## config.mk

```make
export PLATFORM = sky130hd
export DESIGN_NAME = regfile_write_arbiter_flat
export DESIGN_NICKNAME = d
export VERILOG_FILES = /design/src/rtl/regfile_write_arbiter_if.sv /design/src/rtl/regfile_write_arbiter.sv /design/src/flat_wrapper.sv
export SDC_FILE = /design/constraint.sdc
export NUM_CORES = 1
export LEC_CHECK = 0
export CAP_MARGIN = 20
export CORE_UTILIZATION = 50
export CTS_CLUSTER_SIZE = 20
export DETAILED_ROUTE_END_ITERATION = 8
export HOLD_SLACK_MARGIN = 0.1
export PLACE_DENSITY = 0.82
export SYNTH_ARGS = -nofsm -noshare
export SYNTH_HDL_FRONTEND = slang
export SYNTH_SLANG_ARGS = --single-unit
```

## constraint.sdc

```tcl
create_clock -name clk -period 12.4 [get_ports clk]
set_input_delay 3.72 -clock clk [delete_from_list [all_inputs] [get_ports clk]]
set_output_delay 3.72 -clock clk [all_outputs]
set_load 0.01 [all_outputs]
```

## src/rtl/regfile_write_arbiter_if.sv

```systemverilog
// ============================================================================
// Module : regfile_write_arbiter_if
// Brief  : Writeback request, issue scoreboard and register-file write bundle.
// Rev    : 1.0
// ============================================================================
`default_nettype none

interface regfile_write_arbiter_if #(
  parameter int XLEN = 32
);
  logic            alu_valid;
  logic [4:0]      alu_rd;
  logic [XLEN-1:0] alu_data;
  logic            alu_ready;

  logic            mem_valid;
  logic [4:0]      mem_rd;
  logic [XLEN-1:0] mem_data;
  logic            mem_ready;

  logic            issue_valid;
  logic [4:0]      issue_rs1;
  logic [4:0]      issue_rs2;
  logic [4:0]      issue_rd;
  logic            issue_hazard;

  logic [4:0]      rf_r_write;
  logic [XLEN-1:0] rf_data_write;
  logic            rf_enable_write;
  logic [31:0]     commit_count;
  logic            err_unexpected;

  // Arbiter side
  modport slave (
    input  alu_valid, alu_rd, alu_data,
    output alu_ready,
    input  mem_valid, mem_rd, mem_data,
    output mem_ready,
    input  issue_valid, issue_rs1, issue_rs2, issue_rd,
    output issue_hazard,
    output rf_r_write, rf_data_write, rf_enable_write,
    output commit_count, err_unexpected
  );

  // Pipeline / environment side
  modport master (
    output alu_valid, alu_rd, alu_data,
    input  alu_ready,
    output mem_valid, mem_rd, mem_data,
    input  mem_ready,
    output issue_valid, issue_rs1, issue_rs2, issue_rd,
    input  issue_hazard,
    input  rf_r_write, rf_data_write, rf_enable_write,
    input  commit_count, err_unexpected
  );
endinterface

`default_nettype wire

```

## src/rtl/regfile_write_arbiter.sv

```systemverilog
// ============================================================================
// Module : regfile_write_arbiter
// Brief  : Two-source writeback arbiter for the integer register file with a
//          per-register pending-write scoreboard and registered write port.
// Rev    : 1.0
// ============================================================================
`default_nettype none

module regfile_write_arbiter #(
  parameter int XLEN      = 32,
  parameter bit RR_ENABLE = 1'b1
) (
  input  wire logic              clk,
  input  wire logic              rst_n,
  regfile_write_arbiter_if.slave bus
);

  localparam logic [0:0] GRANT_ALU = 1'b0;
  localparam logic [0:0] GRANT_MEM = 1'b1;

  logic [0:0]      last_grant_q,      last_grant_d;
  logic            rf_enable_write_q, rf_enable_write_d;
  logic [4:0]      rf_r_write_q,      rf_r_write_d;
  logic [XLEN-1:0] rf_data_write_q,   rf_data_write_d;
  logic [31:0]     pending_q,         pending_d;
  logic [31:0]     commit_count_q,    commit_count_d;
  logic            err_unexpected_q,  err_unexpected_d;

  logic            conflict_pick_mem;
  logic            alu_grant;
  logic            mem_grant;
  logic            any_grant;
  logic [4:0]      sel_rd;
  logic [XLEN-1:0] sel_data;
  logic            hazard;
  logic            issue_claims;

  // Policy applied only when both sources request in the same cycle.
  generate
    if (RR_ENABLE) begin : g_rr_arb
      assign conflict_pick_mem = (last_grant_q == GRANT_ALU);
    end else begin : g_fixed_arb
      assign conflict_pick_mem = 1'b1;
    end
  endgenerate

  always_comb begin
    alu_grant = 1'b0;
    mem_grant = 1'b0;
    if (bus.alu_valid && bus.mem_valid) begin
      mem_grant = conflict_pick_mem;
      alu_grant = !conflict_pick_mem;
    end else begin
      alu_grant = bus.alu_valid;
      mem_grant = bus.mem_valid;
    end
  end

  assign any_grant = alu_grant || mem_grant;
  assign sel_rd    = mem_grant ? bus.mem_rd   : bus.alu_rd;
  assign sel_data  = mem_grant ? bus.mem_data : bus.alu_data;

  // No bypass: a register committing this cycle still reads as pending.
  always_comb begin
    hazard = 1'b0;
    if ((bus.issue_rs1 != 5'd0) && pending_q[bus.issue_rs1]) hazard = 1'b1;
    if ((bus.issue_rs2 != 5'd0) && pending_q[bus.issue_rs2]) hazard = 1'b1;
    if ((bus.issue_rd  != 5'd0) && pending_q[bus.issue_rd])  hazard = 1'b1;
  end

  assign issue_claims = bus.issue_valid && !hazard && (bus.issue_rd != 5'd0);

  always_comb begin
    last_grant_d = last_grant_q;
    if (mem_grant) begin
      last_grant_d = GRANT_MEM;
    end else if (alu_grant) begin
      last_grant_d = GRANT_ALU;
    end
  end

  // x0 writes occupy the slot but never raise the write enable.
  always_comb begin
    rf_enable_write_d = any_grant && (sel_rd != 5'd0);
    rf_r_write_d      = rf_r_write_q;
    rf_data_write_d   = rf_data_write_q;
    if (any_grant) begin
      rf_r_write_d    = sel_rd;
      rf_data_write_d = sel_data;
    end
  end

  // Clear precedes set so a same-cycle collision leaves the bit set.
  always_comb begin
    pending_d = pending_q;
    if (rf_enable_write_q) begin
      pending_d[rf_r_write_q] = 1'b0;
    end
    if (issue_claims) begin
      pending_d[bus.issue_rd] = 1'b1;
    end
    pending_d[0] = 1'b0;
  end

  always_comb begin
    commit_count_d   = commit_count_q;
    err_unexpected_d = err_unexpected_q;
    if (rf_enable_write_q) begin
      commit_count_d = commit_count_q + 32'd1;
      if (!pending_q[rf_r_write_q]) begin
        err_unexpected_d = 1'b1;
      end
    end
  end

  always_ff @(posedge clk or negedge rst_n) begin
    if (!rst_n) begin
      last_grant_q      <= GRANT_ALU;
      rf_enable_write_q <= 1'b0;
      rf_r_write_q      <= 5'd0;
      rf_data_write_q   <= '0;
      pending_q         <= '0;
      commit_count_q    <= 32'd0;
      err_unexpected_q  <= 1'b0;
    end else begin
      last_grant_q      <= last_grant_d;
      rf_enable_write_q <= rf_enable_write_d;
      rf_r_write_q      <= rf_r_write_d;
      rf_data_write_q   <= rf_data_write_d;
      pending_q         <= pending_d;
      commit_count_q    <= commit_count_d;
      err_unexpected_q  <= err_unexpected_d;
    end
  end

  assign bus.alu_ready       = alu_grant;
  assign bus.mem_ready       = mem_grant;
  assign bus.issue_hazard    = bus.issue_valid && hazard;
  assign bus.rf_enable_write = rf_enable_write_q;
  assign bus.rf_r_write      = rf_r_write_q;
  assign bus.rf_data_write   = rf_data_write_q;
  assign bus.commit_count    = commit_count_q;
  assign bus.err_unexpected  = err_unexpected_q;

endmodule

`default_nettype wire

```

## src/flat_wrapper.sv

```systemverilog
// flat-port wrapper written by rule: the top's interface ports become plain ports
module regfile_write_arbiter_flat 
#(
  parameter int XLEN      = 32,
  parameter bit RR_ENABLE = 1'b1
)
  (clk, rst_n, bus_alu_valid, bus_alu_rd, bus_alu_data, bus_alu_ready, bus_mem_valid, bus_mem_rd, bus_mem_data, bus_mem_ready, bus_issue_valid, bus_issue_rs1, bus_issue_rs2, bus_issue_rd, bus_issue_hazard, bus_rf_r_write, bus_rf_data_write, bus_rf_enable_write, bus_commit_count, bus_err_unexpected);
  regfile_write_arbiter_if #(.XLEN(XLEN)) bus_i ();
  input  wire logic clk;
  input  wire logic rst_n;
  input wire logic [$bits(bus_i.alu_valid)-1:0] bus_alu_valid;
  input wire logic [$bits(bus_i.alu_rd)-1:0] bus_alu_rd;
  input wire logic [$bits(bus_i.alu_data)-1:0] bus_alu_data;
  output wire logic [$bits(bus_i.alu_ready)-1:0] bus_alu_ready;
  input wire logic [$bits(bus_i.mem_valid)-1:0] bus_mem_valid;
  input wire logic [$bits(bus_i.mem_rd)-1:0] bus_mem_rd;
  input wire logic [$bits(bus_i.mem_data)-1:0] bus_mem_data;
  output wire logic [$bits(bus_i.mem_ready)-1:0] bus_mem_ready;
  input wire logic [$bits(bus_i.issue_valid)-1:0] bus_issue_valid;
  input wire logic [$bits(bus_i.issue_rs1)-1:0] bus_issue_rs1;
  input wire logic [$bits(bus_i.issue_rs2)-1:0] bus_issue_rs2;
  input wire logic [$bits(bus_i.issue_rd)-1:0] bus_issue_rd;
  output wire logic [$bits(bus_i.issue_hazard)-1:0] bus_issue_hazard;
  output wire logic [$bits(bus_i.rf_r_write)-1:0] bus_rf_r_write;
  output wire logic [$bits(bus_i.rf_data_write)-1:0] bus_rf_data_write;
  output wire logic [$bits(bus_i.rf_enable_write)-1:0] bus_rf_enable_write;
  output wire logic [$bits(bus_i.commit_count)-1:0] bus_commit_count;
  output wire logic [$bits(bus_i.err_unexpected)-1:0] bus_err_unexpected;
  assign bus_i.alu_valid = bus_alu_valid;
  assign bus_i.alu_rd = bus_alu_rd;
  assign bus_i.alu_data = bus_alu_data;
  assign bus_alu_ready = bus_i.alu_ready;
  assign bus_i.mem_valid = bus_mem_valid;
  assign bus_i.mem_rd = bus_mem_rd;
  assign bus_i.mem_data = bus_mem_data;
  assign bus_mem_ready = bus_i.mem_ready;
  assign bus_i.issue_valid = bus_issue_valid;
  assign bus_i.issue_rs1 = bus_issue_rs1;
  assign bus_i.issue_rs2 = bus_issue_rs2;
  assign bus_i.issue_rd = bus_issue_rd;
  assign bus_issue_hazard = bus_i.issue_hazard;
  assign bus_rf_r_write = bus_i.rf_r_write;
  assign bus_rf_data_write = bus_i.rf_data_write;
  assign bus_rf_enable_write = bus_i.rf_enable_write;
  assign bus_commit_count = bus_i.commit_count;
  assign bus_err_unexpected = bus_i.err_unexpected;
  regfile_write_arbiter #(.XLEN(XLEN), .RR_ENABLE(RR_ENABLE)) u_core (.clk(clk), .rst_n(rst_n), .bus(bus_i));
endmodule
```

==> out/results.tsv, run 1 <==
stage	metric	value	unit
worst_hold_path	holdPathEnd	u_core.bus.commit_count[31]	
clock_network	cts_hold_buf	0	
floorplanning	die_area	12900	um2
worst_setup_path	r2r-start	u_core.pending_q[14]	
clock_network	htree_levels	3	
pwr	power_frac_clock	21.7	%
sta	fin_hold_ws	0.471	ns
sta	setup-violations-final	0	
logic_synthesis	async_reset_ff_share	100	%
worst_setup_path	r2r-end	u_core.pending_q[28]	
logic_synthesis	synth_top_area_share	41.4	%
clock_network	cts_sinks	103	
worst_setup_path	crit_arrival	7.07	ns
logic_synthesis	synth_cell_types	51	
logic_synthesis	syn-num-nets	688	
route	via_per_inst	6.02	
clock_network	cts_setup_buffers	0	
worst_setup_path	cp_max_fo	32	
sta	min_period_over_period	87.0	%
global_routing	grt_pass1_vias	5470	
clock_network	cts-root-buf	clkbuf_16	
route	drc	0	
worst_setup_path	max_stage_delay	0.97	ns
logic_synthesis	synth.yosys.seq_area_share	41.4	%
logic_synthesis	synth_area_leaders	dfrtp_1 41%, mux2i_1 9.2%, nand2_1 6.0%, o221a_2 5.8%, o31ai_2 5.4%	
route	drtAntennaViolNets	0	
route	drt-initial-drc-count	357	
logic_synthesis	syn-cell-area	6220	um2
global_routing	antenna_found_initial	0	
global_routing	grt_usage	28.1	%
sta	rsz0062_at_grt	no	
place	dp_hpwl	12800	um
global_routing	grt_max_degree	67	
outcome	status	completed	
pwr	power_density	153	nW/um2
pwr	sw_frac_of_total	36.6	%
sta	tightest_slew	1.17	ns
sta	worst_slack	1.61	ns
worst_setup_path	critical-path-top-delay-family	buffers and inverters	
floorplanning	core	12100	um2
layout	drive_above_1_share	14.9	%
clock_network	cts_buffers	9	
sta	max_freq	92.7	MHz
clock_network	path_clk_slew	0.08	ns
pwr	p_switching	462	uW
pwr	internal-power	801	uW
sta	period_minus_slack	10.79	ns
clock_network	cts_tree	built	
route	drt-total-wl	17600	um
worst_setup_path	crit_path_end_kind	primary output	
pwr	vdd.ir_drop.worst	0.0863	mV
sta	finalSetupTns	0	ns
logic_synthesis	synth_enable_flop_cells	0	
global_routing	grt_pass1_wl	28500	um
worst_setup_path	path_class	input pin to primary output	
pwr	power_frac_comb	35.8	%
worst_setup_path	crit_required	8.68	ns
worst_setup_path	worstRegToRegCells	7	
layout	final_common_cell	clkdlybuf4s50_1	
worst_hold_path	holdPathStages	1	
floorplanning	initial_core_util	51.6	%
logic_synthesis	yosysWarnings	0	
route	num_vias	5467	
clock_network	cts_repair_resize_count	0	
pwr	pwr-share-seq	42.5	%
floorplanning	die_y	114	um
sta	finClkSkew	0.0145	ns
global_routing	grt_overflow	0	
sta	slew_headroom	21.7	%
layout	syn2layout_area_growth	32.3	%
worst_setup_path	path_common_cell	clkdlybuf4s50_1	
worst_setup_path	rrSetupSlack	10.00	ns
pwr	p_leak	0.00333	uW
job	drv_cap	0	
layout	multi_input_area	3430	um2
route	dr.pass1.iters	4	
layout	n_antenna_cell	0	
layout	fill_cells	896	
clock_network	insertion_delay	0.35	ns
layout	seqCellArea	2580	um2
layout	final_util	68.3	%
logic_synthesis	ys_ff_latch	103	
floorplanning	ios	168	
worst_hold_path	hp-class	register to register	
worst_setup_path	cpMaxStageDelayCell	clkdlybuf4s50_1	
place	io_buffers	167	
logic_synthesis	syn_area_per_cell	10.5	um2
route	wl_per_cell	19.3	um
layout	mostFrequentLayoutCells	165 x clkdlybuf4s50_1, 103 x dfrtp_1, 100 x nand2_1	
logic_synthesis	synth_cells	593	
worst_hold_path	hp-start	u_core.bus.commit_count[31]	
sta	final_max_slew_viol_count	0	
place	pre_cts_slack	1.60	ns
worst_setup_path	cp_cell_sequence	clkdlybuf4s50_1, mux4_1, mux2_2, nand3b_1, and4_4, o2111ai_4, buf_4, o21a_1, clkdlybuf4s50_1	
logic_synthesis	yosys.area.top_type	dfrtp_1	
logic_synthesis	synth-main-ff-cell	dfrtp_1	
floorplanning	fp.dieW	114	um
place	gp_congestion	0.962	
layout	final_nets	830	
floorplanning	rows	40	
clock_network	clock_tree.buffer_depth	2	
worst_setup_path	critical_path_buf_inv_count	3	
sta	finalHoldViolCount	0	
worst_setup_path	startpoint_type	input pin	
==> layout make-up <==
type                       count  share of cell area, %
clock buffer                   9                   2.74
clock inverter                 7                  0.775
inverter                       5                  0.228
multi-input combinational    443                   41.6
sequential                   103                   31.3
tap                          168                   2.55
timing repair buffer         173                   20.8
==> layer usage <==
layer	wire length, um	global-route usage [%]
met1	7160	35.8
met2	8530	46.8
met3	1380	6.43
met4	493	10.4
met5	0	0
==> power groups by stage <==
| stage | Sequential, uW | Combinational, uW | Clock (uW) |
|---|---|---|---|
| after floorplan | 498 | 300 | 0 |
| after global placement | 536 | 437 | 0 |
| after detailed placement | 536 | 452 | 0 |
| after CTS | 532 | 453 | 279 |
| after global routing | 546 | 492 | 294 |
| final | 537 | 452 | 274 |
==> worst reg2reg max path: stages (launching register included) <==
cell and delay (ns):
dfrtp_1 0.45, mux4_1 0.51, mux2_2 0.27, nand3b_1 0.08, and4_4 0.24, o2111ai_4 0.10
buf_4 0.31, o31ai_2 0.33
==> metrics by stage <==
stage,total power (uW),instance area [um2],cells
after floorplan,798,6220,593
after global placement,972,7940,892
after detailed placement,988,7940,892
after CTS,1270,8230,908
after global routing,1330,8230,908
final,1260,8230,908
==> synthesized netlist by cell type, types with 12 or more instances <==
library cell,number
xnor2_1,19
mux4_2,12
nand3_1,16
dfrtp_1,103
xor2_1,12
o31ai_2,27
clkbuf_1,28
nor2_1,18
o221a_2,32
nand2_1,100
o21ai_0,32
mux2i_1,57
==> how the worst max path moves through the flow <==
stage	start	end	cells after the start
after CTS	bus_issue_rs1[0]	bus_issue_hazard	9
after detailed placement	bus_issue_rs1[0]	bus_issue_hazard	9
final	bus_issue_rs1[0]	bus_issue_hazard	9
after global routing	bus_issue_rs1[0]	bus_issue_hazard	9
after floorplan	bus_issue_rs1[0]	bus_issue_hazard	8
after global placement	bus_issue_rs1[0]	bus_issue_hazard	9
==> state kept, by name, indices dropped and copies added (netlist names) <==
name                        flops
u_core.bus.rf_r_write           5
u_core.last_grant_q             1
u_core.pending_q               31
u_core.bus.rf_data_write       32
u_core.bus.commit_count        32
u_core.bus.err_unexpected       1
u_core.bus.rf_enable_write      1
==> kinds of logic after synthesis <==
logic type	count (synthesis)	synth area share, %
muxes	78	15.6
xor gates and xnor gates	31	4.36
DFF	103	41.4
AOI/OAI and AO/OA	136	19.5
and+or+nand+nor	197	15.4
buffers and inverters	47	3.46
adders and majority gates	1	0.201
Note: power is estimated with default switching activity, not from simulation.
==> run 2: changes to the inputs <==
--- a/config.mk
+++ b/config.mk
@@ -5,10 +5,11 @@
 export SDC_FILE = /design/constraint.sdc
 export NUM_CORES = 1
 export LEC_CHECK = 0
-export CAP_MARGIN = 20
+export CAP_MARGIN = 10
 export CORE_UTILIZATION = 50
 export CTS_CLUSTER_SIZE = 20
 export DETAILED_ROUTE_END_ITERATION = 8
+export GPL_TIMING_DRIVEN = 0
 export HOLD_SLACK_MARGIN = 0.1
 export PLACE_DENSITY = 0.82
 export SYNTH_ARGS = -nofsm -noshare
==> run 2 against run 1 <==
Compared with the run above:
- critical path type unchanged
- critical path depth is 1 lower
- die area did not move
- sequential share of layout area down 0.42 points
- register-to-register slack got worse by 0.09 ns
- final area rose by 1.4%
- combinational power rose by 5.8%
- worst setup slack better by 0.29 ns
- worst hold slack better by 0.011 ns
- count of clock-buffer cells in the layout did not move
- final cell count up 3.3%
- utilization is 0.93 points higher
==> out/results.tsv, run 2 (same netlist as run 1, synthesis figures left out) <==
stage	metric	value	unit
outcome	status	completed	
sta	rsz0062_at_grt	no	
route	num_vias	5627	
sta	slew_headroom	23.4	%
sta	finClkSkew	0.00655	ns
sta	final_max_slew_viol_count	0	
pwr	power_frac_clock	21.9	%
worst_setup_path	critical-path-top-delay-family	buffers and inverters	
global_routing	grt_overflow	0	
global_routing	grt_pass1_wl	29400	um
clock_network	cts_tree	built	
global_routing	grt_usage	29.3	%
clock_network	htree_levels	3	
global_routing	antenna_found_initial	0	
pwr	pwr-share-seq	40.9	%
pwr	total_power	1280	uW
place	pre_cts_slack	1.92	ns
worst_setup_path	cp_cell_sequence	clkdlybuf4s50_1, clkbuf_1, mux4_2, a22oi_1, nand4_1, buf_2, o21a_1, clkdlybuf4s50_1	
pwr	p_switching	474	uW
layout	final_nets	860	
worst_setup_path	cp_max_fo	10	
layout	syn2layout_area_growth	34.2	%
floorplanning	die_y	114	um
global_routing	grtUsageMet3	6.75	%
pwr	vdd.ir_drop.worst	0.0884	mV
place	io_buffers	160	
pwr	power_density	154	nW/um2
worst_setup_path	crit_arrival	6.78	ns
sta	max_freq	95.2	MHz
layout	drive_above_1_share	14.9	%
pwr	internal-power	809	uW
global_routing	met2_usage	48.7	%
clock_network	cts_hold_buf	0	
global_routing	grt_pass1_vias	5704	
route	dr.pass1.iters	5	
global_routing	grt_most_used_layer	met2	
worst_setup_path	crit_path_end_kind	primary output	
route	drc	0	
pwr	power_frac_comb	37.2	%
sta	setup-violations-final	0	
floorplanning	core	12100	um2
sta	tightest_slew	1.15	ns
route	drt-initial-drc-count	434	
sta	finalHoldViolCount	0	
worst_setup_path	max_stage_delay	0.60	ns
clock_network	cts-root-buf	clkbuf_16	
sta	period_minus_slack	10.50	ns
job	drv_cap	0	
floorplanning	initial_core_util	51.6	%
layout	final_common_cell	clkdlybuf4s50_1	
floorplanning	fp.dieW	114	um
worst_setup_path	path_common_cell	clkdlybuf4s50_1	
clock_network	cts_repair_resize_count	0	
clock_network	insertion_delay	0.35	ns
route	wl_per_cell	19.6	um
clock_network	clock_tree.buffer_depth	2	
layout	final_util	69.2	%
route	via_per_inst	6.00	
pwr	p_leak	0.00338	uW
global_routing	grt_max_degree	54	
clock_network	cts_sinks	103	
place	gp_congestion	0.929	
clock_network	cts_buffers	9	
pwr	sw_frac_of_total	37.0	%
sta	finalSetupTns	0	ns
worst_hold_path	hp-class	register to register	
route	drt-total-wl	18300	um
sta	min_period_over_period	84.7	%
worst_setup_path	path_class	input pin to primary output	
clock_network	path_clk_slew	0.08	ns
global_routing	met1_usage	37.0	%
clock_network	cts_setup_buffers	0	
route	drtAntennaViolNets	0	
worst_setup_path	startpoint_type	input pin	
floorplanning	rows	40	
sta	worst_slack	1.90	ns
place	dp_hpwl	13900	um
floorplanning	die_area	12900	um2
worst_setup_path	crit_required	8.68	ns
worst_setup_path	critical_path_buf_inv_count	4	
floorplanning	ios	168	
layout	n_antenna_cell	0	
layout	mostFrequentLayoutCells	159 x clkdlybuf4s50_1, 103 x dfrtp_1, 100 x nand2_1	
worst_setup_path	cpMaxStageDelayCell	clkdlybuf4s50_1	
[run 2: changes by cell type in the layout (fill, tap and decap cells not counted), sizes merged]
cell           before  now
clkinv              3    1
clkinvlp            1    2
clkdlybuf4s50     165  159
clkbuf              9   37
inv                 8    9
buf                 8   16
[run 2: cell type report]
class | count | area [um2]
buffer | 42 | 196
clock buffer | 9 | 225
clock inverter | 7 | 62.6
fill | 949 | 3720
inverter | 5 | 18.8
multi-input combinational | 443 | 3430
sequential | 103 | 2580
tap | 168 | 210
timing repair buffer | 161 | 1630
[run 2: routing by layer]
metal	vias to the layer above	wire length, um
li1	2549	-
met1	2752	7300
met2	287	8970
met3	39	1540
met4	0	538
met5	-	0
[run 2: through the flow]
stage	hold WS, ns	instances	cell area, um2
6_report	0.481	938	8350
4_1_cts	0.490	938	8350
3_5_place_dp	0.470	922	8060
5_1_grt	0.514	938	8350
3_3_place_gp	0.461	921	8030
2_1_floorplan	0.475	593	6220
[run 2: worst paths after layout]
path | depth (start not counted) | from | to | slack (ns)
min in group asynchronous | 1 | rst_n | u_core.bus.commit_count[24] | 3.40
min | 1 | u_core.bus.commit_count[31] | u_core.bus.commit_count[31] | 0.48
max reg2reg | 7 | u_core.pending_q[16] | u_core.pending_q[2] | 9.91
min reg2reg | 1 | u_core.bus.commit_count[31] | u_core.bus.commit_count[31] | 0.48
max | 8 | bus_issue_rd[0] | bus_issue_hazard | 1.90
max in group asynchronous | 2 | rst_n | u_core.bus.rf_data_write[24] | 8.31
[run 2: worst register-to-register path, stage by stage (launching register included)]
cell	delay, ns
dfrtp_1	0.44
nor2b_1	0.15
a2111oi_0	0.56
a31oi_1	0.09
a32oi_1	0.37
o2111ai_4	0.28
buf_6	0.25
o31ai_2	0.25
[run 2: power by group through the flow]
stage | Clock [uW] | Combinational [uW] | Sequential, uW
2_1_floorplan | 0 | 300 | 498
3_3_place_gp | 0 | 458 | 520
3_5_place_dp | 0 | 475 | 525
4_1_cts | 284 | 477 | 519
5_1_grt | 298 | 514 | 533
6_report | 280 | 478 | 525
==> run 3: changes to the inputs <==
--- a/config.mk
+++ b/config.mk
@@ -6,12 +6,12 @@
 export NUM_CORES = 1
 export LEC_CHECK = 0
 export CAP_MARGIN = 10
-export CORE_UTILIZATION = 50
+export CORE_UTILIZATION = 45
 export CTS_CLUSTER_SIZE = 20
 export DETAILED_ROUTE_END_ITERATION = 8
 export GPL_TIMING_DRIVEN = 0
 export HOLD_SLACK_MARGIN = 0.1
-export PLACE_DENSITY = 0.82
+export PLACE_DENSITY = 0.78
 export SYNTH_ARGS = -nofsm -noshare
 export SYNTH_HDL_FRONTEND = slang
 export SYNTH_SLANG_ARGS = --single-unit
==> constraint.sdc (replaced) <==
create_clock -name clk -period 9.45 [get_ports clk]
set_input_delay 2.835 -clock clk [delete_from_list [all_inputs] [get_ports clk]]
set_output_delay 2.835 -clock clk [all_outputs]
set_load 0.01 [all_outputs]
==> run 3 against run 2 <==
Compared with the run above:
- register-to-register slack lost 2.9 ns
- clock power grew 38%
- sequential power grew 33%
- sequential share of layout area shrank 0.11 points
- final cell count grew 0.85%
- worst setup slack lost 1.2 ns
- global-route usage shrank 2.9 points
- via count grew 1.1%
- total power grew 34%
- largest power group unchanged
==> out/results.tsv, run 3 (same netlist as run 1, synthesis figures left out) <==
stage	metric	value	unit
clock_network	path_clk_slew	0.08	ns
place	dp_hpwl	14000	um
worst_setup_path	crit_required	6.62	ns
clock_network	cts_setup_buffers	0	
sta	slew_headroom	25.5	%
worst_setup_path	startpoint_type	input pin	
pwr	sw_frac_of_total	36.8	%
worst_setup_path	crit_path_end_kind	primary output	
clock_network	cts_hold_buf	0	
floorplanning	die_y	120	um
worst_hold_path	holdPathStages	1	
worst_setup_path	cp_max_fo	10	
clock_network	cts_buffers	9	
layout	fill_cells	1107	
place	gp_congestion	0.962	
pwr	internal-power	1090	uW
worst_setup_path	max_stage_delay	0.58	ns
layout	syn2layout_area_growth	34.6	%
route	drtAntennaViolNets	0	
sta	finalHoldViolCount	0	
route	drc	0	
sta	rsz0062_at_grt	no	
global_routing	grt_overflow	0	
layout	final_nets	860	
worst_hold_path	holdPathEnd	u_core.bus.commit_count[31]	
worst_setup_path	crit_arrival	5.91	ns
route	dr.pass1.iters	5	
pwr	p_leak	0.00339	uW
sta	max_freq	114	MHz
worst_setup_path	rrSetupSlack	7.06	ns
pwr	p_switching	631	uW
route	num_vias	5690	
sta	setup-violations-final	0	
worst_setup_path	path_common_cell	clkdlybuf4s50_1	
route	drt-initial-drc-count	475	
layout	mostFrequentLayoutCells	159 x clkdlybuf4s50_1, 103 x dfrtp_1, 100 x nand2_1	
worst_hold_path	hp-start	u_core.bus.commit_count[31]	
floorplanning	rows	42	
floorplanning	die_area	14300	um2
sta	finClkSkew	0.00865	ns
pwr	pwr-share-seq	40.7	%
place	pre_cts_slack	0.721	ns
route	via_per_inst	6.01	
clock_network	insertion_delay	0.35	ns
sta	tightest_slew	1.12	ns
clock_network	cts_sinks	103	
clock_network	cts_repair_resize_count	0	
layout	final_common_cell	clkdlybuf4s50_1	
global_routing	grt_usage	26.4	%
global_routing	grt_pass1_vias	5887	
sta	worst_slack	0.706	ns
worst_setup_path	r2r-start	u_core.pending_q[13]	
worst_hold_path	hp-class	register to register	
job	drv_cap	0	
pwr	power_frac_clock	22.5	%
clock_network	htree_levels	3	
place	place_area	8070	um2
worst_setup_path	worstRegToRegCells	7	
floorplanning	fp.dieW	120	um
outcome	status	completed	
worst_setup_path	cp_cell_sequence	clkdlybuf4s50_1, clkbuf_1, mux4_2, a22oi_1, nand4_1, buf_2, o21a_1, clkdlybuf4s50_1	
floorplanning	initial_core_util	46.6	%
pwr	power_frac_comb	36.7	%
global_routing	antenna_found_initial	0	
sta	period_minus_slack	8.74	ns
worst_setup_path	path_class	input pin to primary output	
worst_setup_path	cpMaxStageDelayCell	clkdlybuf4s50_1	
sta	finalSetupTns	0	ns
clock_network	cts-root-buf	clkbuf_16	
pwr	power_density	205	nW/um2
layout	fin_area	8370	um2
pwr	vdd.ir_drop.worst	0.122	mV
global_routing	grt_max_degree	61	
sta	fin_hold_ws	0.477	ns
sta	final_max_slew_viol_count	0	
floorplanning	core	13300	um2
route	drt-total-wl	18600	um
clock_network	clock_tree.buffer_depth	2	
place	io_buffers	160	
layout	n_antenna_cell	0	
global_routing	grt_pass1_wl	29800	um
route	wl_per_cell	19.7	um
sta	min_period_over_period	92.5	%
clock_network	cts_tree	built	
worst_setup_path	r2r-end	u_core.pending_q[8]	
floorplanning	ios	168	
layout	drive_above_1_share	14.9	%
==> run 3: metal layers <==
layer,GRT usage [%],part of all wire [%]
met5,0,0
met2,45.2,49
met4,9.53,2.6
met1,32.7,40
met3,6.04,8.9
==> run 3: power by group through the flow <==
stage | Combinational (uW) | Clock, uW | Sequential, uW
after floorplan | 393 | 0 | 654
after global placement | 605 | 0 | 685
after detailed placement | 623 | 0 | 694
after CTS | 628 | 390 | 688
after global routing | 677 | 406 | 708
final | 631 | 387 | 699
==> run 3: critical path, delay by kind of cell <==
family,cells,cell delay [ns]
multiplexers,1,0.57
AND/OR/NAND/NOR,1,0.25
AO/OA/AOI/OAI,2,0.42
buffers and inverters,4,1.83
==> run 3: final cells by class <==
class | count | area (um2) | share of cell area, %
well taps | 176 | 220 | 2.63
repair buffers | 161 | 1630 | 19.4
clock inverters | 7 | 81.3 | 0.971
multi-input cells | 443 | 3430 | 40.9
clock buffers | 9 | 225 | 2.69
flip-flops and latches | 103 | 2580 | 30.8
inverters | 5 | 18.8 | 0.224
plain buffers | 42 | 196 | 2.35
==> run 3: worst max path at each step <==
stage	from	endpoint	slack (ns)	cells after the start
finish	bus_issue_rd[0]	bus_issue_hazard	0.71	8
global route	bus_issue_rd[0]	bus_issue_hazard	0.58	8
CTS	bus_issue_rd[0]	bus_issue_hazard	0.69	8
detailed placement	bus_issue_rd[0]	bus_issue_hazard	0.72	8
global placement	bus_issue_rd[0]	bus_issue_hazard	0.76	8
floorplan	bus_issue_rs1[0]	bus_issue_hazard	2.04	8
==> run 3: through the flow <==
| step | util (%) | instances | power (uW) |
|---|---|---|---|
| 6_report | 62.7 | 946 | 1720 |
| 5_1_grt | 62.7 | 946 | 1790 |
| 4_1_cts | 62.7 | 946 | 1710 |
| 3_5_place_dp | 60.4 | 930 | 1320 |
| 3_3_place_gp | 60.3 | 929 | 1290 |
| 2_1_floorplan | - | 593 | 1050 |
